==> config.mk <==
export PLATFORM = sky130hd
export DESIGN_NAME = next_pc_predict
export DESIGN_NICKNAME = d
export VERILOG_FILES = /design/src/rtl/next_pc_predict.sv
export SDC_FILE = /design/constraint.sdc
export NUM_CORES = 1
export LEC_CHECK = 0
export CORE_AREA = 8 8 292 294
export CTS_BUF_LIST = sky130_fd_sc_hd__clkbuf_2 sky130_fd_sc_hd__clkbuf_4 sky130_fd_sc_hd__clkbuf_8
export DETAILED_ROUTE_END_ITERATION = 8
export DIE_AREA = 0 0 300 302
export PLACE_DENSITY = 0.82
export SLEW_MARGIN = 20
export SYNTH_ARGS = -nofsm -noshare
export SYNTH_HDL_FRONTEND = slang
export SYNTH_SLANG_ARGS = --single-unit
==> constraint.sdc <==
create_clock -name clk -period 6.4 [get_ports clk]
set_input_delay 1.92 -clock clk [delete_from_list [all_inputs] [get_ports clk]]
set_output_delay 1.92 -clock clk [all_outputs]
set_load 0.1 [all_outputs]
==> src/rtl/next_pc_predict.sv <==
// Fetch-PC generator: holds the fetch PC and selects redirect, stall hold, BTB
// prediction or PC+4; the direct-mapped BTB is trained by resolved branches.
module next_pc_predict #(
    parameter int unsigned   AW          = 32,
    parameter logic [AW-1:0] RESET_PC    = '0,
    parameter int unsigned   BTB_ENTRIES = 16
) (
    input  logic          clk,
    input  logic          rst_n,
    input  logic          stall_i,
    input  logic          redirect_i,
    input  logic [AW-1:0] redirect_pc_i,
    input  logic          upd_valid_i,
    input  logic [AW-1:0] upd_pc_i,
    input  logic          upd_taken_i,
    input  logic [AW-1:0] upd_target_i,
    output logic [AW-1:0] pc_o,
    output logic [AW-1:0] pc4_o,
    output logic          pred_taken_o,
    output logic [AW-1:0] pred_target_o
);

    localparam int unsigned IDX_W = $clog2(BTB_ENTRIES);
    localparam int unsigned TAG_W = AW - IDX_W - 2;
    localparam int unsigned TGT_W = AW - 2;

    function automatic logic [1:0] sat_inc(input logic [1:0] c);
        return (c == 2'b11) ? c : c + 2'b01;
    endfunction

    function automatic logic [1:0] sat_dec(input logic [1:0] c);
        return (c == 2'b00) ? c : c - 2'b01;
    endfunction

    logic [AW-1:0]          pc_q, pc_d;
    logic [BTB_ENTRIES-1:0] valid_q, valid_d;
    logic [TAG_W-1:0]       tag_q [BTB_ENTRIES];
    logic [TAG_W-1:0]       tag_d [BTB_ENTRIES];
    logic [1:0]             ctr_q [BTB_ENTRIES];
    logic [1:0]             ctr_d [BTB_ENTRIES];
    logic [TGT_W-1:0]       tgt_q [BTB_ENTRIES];
    logic [TGT_W-1:0]       tgt_d [BTB_ENTRIES];

    logic [IDX_W-1:0] lk_idx, upd_idx;
    logic [TAG_W-1:0] lk_tag, upd_tag;
    logic             lk_hit, upd_hit;
    logic             pred_taken;
    logic [AW-1:0]    pred_target;
    logic             unused_low_bits;

    assign lk_idx  = pc_q[IDX_W+1:2];
    assign lk_tag  = pc_q[AW-1:IDX_W+2];
    assign upd_idx = upd_pc_i[IDX_W+1:2];
    assign upd_tag = upd_pc_i[AW-1:IDX_W+2];

    // Byte-offset bits of incoming addresses carry no information for word fetch.
    assign unused_low_bits = ^{redirect_pc_i[1:0], upd_pc_i[1:0], upd_target_i[1:0]};

    // Valid gates the unreset tag/counter/target arrays so outputs never go X.
    always_comb begin
        // NOTE: every variable gets a default first so no path leaves it unassigned (no latch).
        lk_hit      = 1'b0;
        pred_taken  = 1'b0;
        pred_target = '0;
        if (valid_q[lk_idx] && (tag_q[lk_idx] == lk_tag)) begin
            lk_hit = 1'b1;
        end
        if (lk_hit && ctr_q[lk_idx][1]) begin
            pred_taken  = 1'b1;
            pred_target = {tgt_q[lk_idx], 2'b00};
        end
    end

    always_comb begin
        pc_d = pc_q + AW'(4);
        if (redirect_i) begin
            pc_d = {redirect_pc_i[AW-1:2], 2'b00};
        end else if (stall_i) begin
            pc_d = pc_q;
        end else if (pred_taken) begin
            pc_d = pred_target;
        end
    end

    always_comb begin
        valid_d = valid_q;
        tag_d   = tag_q;
        ctr_d   = ctr_q;
        tgt_d   = tgt_q;
        upd_hit = valid_q[upd_idx] && (tag_q[upd_idx] == upd_tag);
        if (upd_valid_i) begin
            if (upd_hit) begin
                if (upd_taken_i) begin
                    ctr_d[upd_idx] = sat_inc(ctr_q[upd_idx]);
                    tgt_d[upd_idx] = upd_target_i[AW-1:2];
                end else begin
                    ctr_d[upd_idx] = sat_dec(ctr_q[upd_idx]);
                end
            end else if (upd_taken_i) begin
                // Allocate weakly taken so a single taken branch starts predicting.
                valid_d[upd_idx] = 1'b1;
                tag_d[upd_idx]   = upd_tag;
                ctr_d[upd_idx]   = 2'b10;
                tgt_d[upd_idx]   = upd_target_i[AW-1:2];
            end
        end
    end

    always_ff @(posedge clk or negedge rst_n) begin
        // NOTE: non-blocking assignments so every flop samples pre-edge values.
        if (!rst_n) begin
            pc_q    <= RESET_PC;
            valid_q <= '0;
        end else begin
            pc_q    <= pc_d;
            valid_q <= valid_d;
        end
    end

    // NOTE: BTB payload arrays are deliberately unreset; clearing valid_q is enough.
    always_ff @(posedge clk) begin
        tag_q <= tag_d;
        ctr_q <= ctr_d;
        tgt_q <= tgt_d;
    end

    assign pc_o          = pc_q;
    assign pc4_o         = pc_q + AW'(4);
    assign pred_taken_o  = pred_taken;
    assign pred_target_o = pred_target;

endmodule

==> reports/results.md <==
| Quantity | Value | Unit |
|:---|:---|:---|
| Final design utilization | 64.5 | % |
| Fraction of layout instances using a drive strength above 1 | 31.3 | % |
| I/O pins | 199 | - |
| Violations in the final reports | negative setup slack | - |
| Async S/R FF share, synth | 4.72 | % |
| Hold crit path type | flop to flop | - |
| Total of buffers placed on input and output ports | 186 | - |
| Clock power frac | 34.4 | % |
| Number of rows created at floorplan | 105 | - |
| Pwr Total | 15.4 | mW |
| Critical path capture point type | output port | - |
| Initial cell density of the core | 54.1 | % |
| Worst Slack Setup Final | -0.199 | ns |
| Synth top area cells | edfxtp_1, mux4_2, mux2i_1, dfrtp_1, a21oi_1 | - |
| Final setup vio count | 32 | - |
| Slowest-stage cell, CP | or4_4 | - |
| Crit Path Max Fanout | 11 | - |
| Share of the synthesized area in the top cell type | 63.7 | % |
| Max-capacitance violation count | 0 | - |
| Average cell area after synthesis | 17.5 | sq um |
| Fmax achieved | 152 | MHz |
| Number of enable flip-flop cells after synthesis | 928 | - |
| Final Hold Slack | 0.491 | ns |
| CTS buffer count | 156 | - |
| Combinational group share of total power | 18.4 | % |
| Critical path class | flop to output port | - |
| Maximum number of pins on one net before global-route repair | 71 | - |
| Count of nets left with antenna violations after detail routing | 0 | - |
| Switching fraction of total power | 29.2 | % |
| IR drop worst, VDD | 0.281 | mV |
| Number of cells after detailed placement | 3714 | - |
| Ratio of total power to cell area | 295 | nW/um^2 |
| CP max stage delay | 0.55 | ns |
| Int Power | 10.9 | mW |
| Vertical die dimension | 302 | microns |
| Root buffer selected by CTS | clkbuf_8 | - |
| Level count of the clock H-tree | 4 | - |
| Die Width | 300 | microns |
| Hold Vio Cnt, Final | 0 | - |
| Data arrival at the endpoint of the critical path | 4.68 | ns |
| Register area share after synthesis | 66.3 | % |
| Warning count from the yosys run | 0 | - |
| Cell occurring most often along the worst timing path | buf_12 | - |
| Worst Skew | 0.0602 | ns |
| TritonRoute pass-1 iters | 6 | - |
| Slew at the pin with the worst max-slew slack | 1.14 | ns |
| Crit path buf inv count | 5 | - |
| Post-synth cell types | 71 | - |
| Global-route wire length before repair | 189000 | microns |
| Worst EP required | 4.48 | ns |
| Cell Count, Final, Fillers Out | 4041 | - |
| Skew-Pair Late Insertion Delay | 0.85 | ns |
| HPWL reported at the end of detailed placement | 80800 | microns |
| Ys flop type | edfxtp_1 | - |
| Post-route DRC | 0 | - |
| Number of nets in the final layout | 2951 | - |
| Setup_tns | -4.98 | ns |
| Antenna violations before repair | 10 | - |
| Post-synth top area cell | edfxtp_1 | - |
| Final Routed Wirelength | 131000 | microns |
| GP Congestion | 0.940 | - |
| TritonCTS clock tree | yes | - |
| Synthesis-to-finish area growth | 19.2 | % |
| Leakage Power | 17.4 | nW |
| Post-synthesis instance area | 43800 | sq um |
| Tcrit/Tclk final | 103 | % |
| GR Overflow Total | 0 | - |
| Hold bufs inserted after CTS | 0 | - |
| Die area | 90600 | sq um |
| Post-synthesis register bit count | 974 | - |
| Number of max-slew violations in the final report | 0 | - |
| Maximum clock path buffer count | 3 | - |
| Crit path time final | 6.60 | ns |
| Ratio of routed vias to standard cells | 7.01 | - |
| Global router's overall resource usage | 28.5 | % |
| Number of violations reported at the end of detailed-routing iteration 0 | 4209 | - |
| Gate count after technology mapping | 2498 | - |
| Cell Chain, Critical Path | buf_12 > buf_12 > mux4_2 > a22o_1 > a221oi_2 > buf_4 > xnor2_4 > or4_4 > nand4bb_4 > or2_4 > buf_12 > a21oi_4 > buf_12 | - |
| Relative slew slack | 23.7 | % |
| Routed via count | 28.3k | - |
| Kind of start point of the critical path | flop | - |
| Unrepaired setup endpoints after global routing | true | - |
| Number of sinks on the clock net | 974 | - |
| Net Sw Power | 4.50 | mW |
| Vias in the first global route | 28.8k | - |
| Top cell family by delay on the critical path | simple AND/OR/NAND/NOR gates | - |
| Clock transition at the registers of the reported paths | 0.06 | ns |
| Mean routed wirelength per cell | 32.5 | microns |
| Sequential cell fraction of total power | 47.2 | % |
| Core area | 80900 | sq um |
| Result of the run | complete, but fails checks | - |
[kinds of logic after synthesis]
kind of cell | after synthesis | synth area share, %
other cells | 1 | 0.00857
fa+ha+maj | 3 | 0.0743
compound gates | 406 | 6.26
flops | 974 | 66.3
xor+xnor | 61 | 1.22
mux | 460 | 19.3
simple gates | 398 | 4.65
buf+inv | 195 | 2.20
[final timing paths]
check | startpoint | end | slack, ns | cells past startpoint
max | pc_o[2]$_DFFE_PN0P_ | pred_target_o[7] | -0.20 | 13
min | valid_q[1]$_DFFE_PN0P_ | valid_q[1]$_DFFE_PN0P_ | 0.49 | 1
max reg2reg | pc_o[2]$_DFFE_PN0P_ | pc_o[5]$_DFFE_PN0P_ | 1.87 | 12
min reg2reg | valid_q[1]$_DFFE_PN0P_ | valid_q[1]$_DFFE_PN0P_ | 0.49 | 1
max in group asynchronous | rst_n | pc_o[2]$_DFFE_PN0P_ | 4.74 | 1
min in group asynchronous | rst_n | pc_o[18]$_DFFE_PN0P_ | 1.11 | 1
[layer usage]
metal  routed length (microns)  vias up  part of all wire, %  GRT usage [%]
met3                     19700      448                   15           9.76
met5                        50        -                0.038              0
met1                     44700    14298                   34           36.7
li1                          -    11109                    -              -
met2                     60400     2473                   46           43.8
met4                      6300        8                  4.8           12.9
[state kept, by name (all words and copies together) (netlist names)]
name	flops
ctr_q	32
pc_o	30
valid_q	16
tgt_q	480
tag_q	416
[Yosys cell counts, drive strengths merged, types with 6 or more instances]
| master | number |
|---|---|
| a211oi | 7 |
| a21o | 17 |
| a21oi | 92 |
| a221oi | 52 |
| a22o | 6 |
| a22oi | 47 |
| a31oi | 11 |
| and3 | 29 |
| and4 | 7 |
| buf | 88 |
| clkbuf | 90 |
| dfrtp | 46 |
| edfxtp | 928 |
| inv | 16 |
| mux2 | 11 |
| mux2i | 144 |
| mux4 | 305 |
| nand2 | 100 |
| nand3 | 33 |
| nand3b | 18 |
| nand4 | 15 |
| nor2 | 105 |
| nor2b | 14 |
| nor3 | 27 |
| nor4 | 11 |
| nor4b | 7 |
| o2111ai | 9 |
| o211ai | 24 |
| o21ai | 90 |
| o31ai | 15 |
| or3 | 13 |
| xnor2 | 41 |
| xor2 | 20 |
[power by group through the flow]
stage          clock (mW)  combinational (mW)  sequential [mW]
2_1_floorplan           0                1.64             7.45
3_3_place_gp            0                2.53             7.39
3_5_place_dp            0                2.59             7.41
4_1_cts              5.32                2.74             7.25
5_1_grt              5.60                2.94             7.27
6_report             5.30                2.83             7.27
[layout by cell type (no fill, tap or decap), drive strengths merged, types with 17 or more instances in the layout]
cell type,count
clkinv,47
nand2,100
nand3,33
xnor2,41
edfxtp,928
mux4,305
xor2,20
and3,29
mux2i,144
nor2,105
o211ai,24
a21o,17
a221oi,52
clkbuf,213
a21oi,92
clkdlybuf4s50,121
buf,242
dfrtp,46
o21ai,90
inv,27
nand3b,18
a22oi,47
nor3,27
[through the flow]
stage	setup slack [ns]	cell area, sq um
floorplan	-0.00466	44200
global route	-0.269	52200
detailed placement	0.0184	48300
global placement	0.100	48200
finish	-0.199	52200
CTS	-0.132	52000
[cell type report]
cell class | instances | area, sq um
Antenna cell | 10 | 25.0
Clock buffer | 211 | 2580
Clock inverter | 60 | 479
Fill cell | 5296 | 28800
Inverter | 17 | 70.1
Multi-Input combinational cell | 1334 | 14600
Sequential cell | 974 | 29000
Tap cell | 1070 | 1340
Timing Repair Buffer | 365 | 4030
[repair_timing]
action,in CTS,in global routing
pin swaps,7,19
gates resized for setup,37,19
buffers inserted,31,12
hold endpoints to repair,0,0
endpoints found under the setup margin,35,32
cloned,4,1
No activity file was read; power rests on OpenSTA's default activity.
==> variant, RTL diff (config.mk and constraints unchanged) <==
Reset style: synchronous (`rst_n`), changed in one clocked block.
--- a/src/rtl/next_pc_predict.sv
+++ b/src/rtl/next_pc_predict.sv
@@ -106,7 +106,7 @@
         end
     end
 
-    always_ff @(posedge clk or negedge rst_n) begin
+    always_ff @(posedge clk) begin
         // NOTE: non-blocking assignments so every flop samples pre-edge values.
         if (!rst_n) begin
             pc_q    <= RESET_PC;
Check against the original RTL: not settled (the Yosys comparison gave no result); the edit may change what the design does.
==> variant against the original RTL <==
Sequential cell count stayed put; die area stayed put; wire length is 1.5% higher; worst setup slack better by 0.27 ns; count of clock-buffer cells in the layout is 4 higher; area after synthesis is 1.2% higher; power is 8.2% lower; cell area is 0.48% higher; sequential power is 2% lower; maximum frequency is 4.2% higher; synthesized cell count is 13% higher; largest power group unchanged; highest routed layer unchanged.
==> variant: results (changes against the original RTL) <==
- Nonclk inv count: 50 (+33)
- Min-Delay Startpoint: valid_q[8]
- Met3 global-route usage: 0.0935 (-0.00415)
- Synth unique cells: 74 (+4.2%)
- Post-place setup slack: 0.364 ns (+0.346 ns)
- Clk cell area share: 0.0591 (+0.000460)
- Placed Area: 0.0489 mm2 (+1.2%)
- Area delta synth->final: 18.4%
- CTS buffer count: 152 (-2.6%)
- Synth cell count leaders: edfxtp_1, nand2_1, mux4_2
- CP arrival: 4.41 ns (-0.27 ns)
- Crit-path slowest cell: o41ai_2
- Mux contribution to synthesized area: 0.195 (+0.00216)
- Mean Syn Cell Area: 15.7 um2 (-10%)
- Adder-cell area share of the yosys netlist: 0.000735 (-0.00000878)
- Area share of the largest cell type after synthesis: 0.629 (-0.00752)
- P_leak: 17.4 nW (+0.31%)
- M1 GR Usage: 0.363 (-0.00334)
- CP max stage delay: 0.44 ns (-0.11 ns)
- Post-DP HPWL: 85.0 mm (+5.1%)
- FF-to-FF Start: pc_o[3]
- Met2 Track Usage GR: 0.453 (+0.0148)
- Status: finished clean
- Post-synth ARST share: 0 (-0.0472)
- First DRT Iteration DRCs: 4280 (+1.7%)
-- variant: final timing paths --
kind	end	slack, ns	cells after the start
worst max register to register	pc_o[10]	2.19	14
worst max-delay path	pred_target_o[27]	0.07	13
worst min register to register	valid_q[8]	0.48	2
worst min-delay path	valid_q[8]	0.48	2
-- variant: repair_timing --
action                     4_1_cts  5_1_grt
gates cloned                     0        2
hold buffers                     0        0
gates resized for setup          4       12
pin swaps                        0        1
setup endpoints to repair       39       34
setup buffers                   12        8
-- variant: kinds of logic (layout without fill, tap and decap cells) --
kind of cell / count (synthesis) / in the layout
DFF: 974 / 974
adders and majority gates: 3 / 3
muxes: 487 / 487
other: 1 / 13
AOI/OAI and AO/OA: 328 / 328
and+or+nand+nor: 702 / 702
xor gates and xnor gates: 64 / 64
buffers and inverters: 255 / 685
-- variant: power breakdown --
| part | internal [mW] | switching, mW | total [mW] |
|---|---|---|---|
| clock network | 2.80 | 2.53 | 5.33 |
| logic | 0.616 | 1.04 | 1.66 |
| registers | 7.07 | 0.0817 | 7.15 |
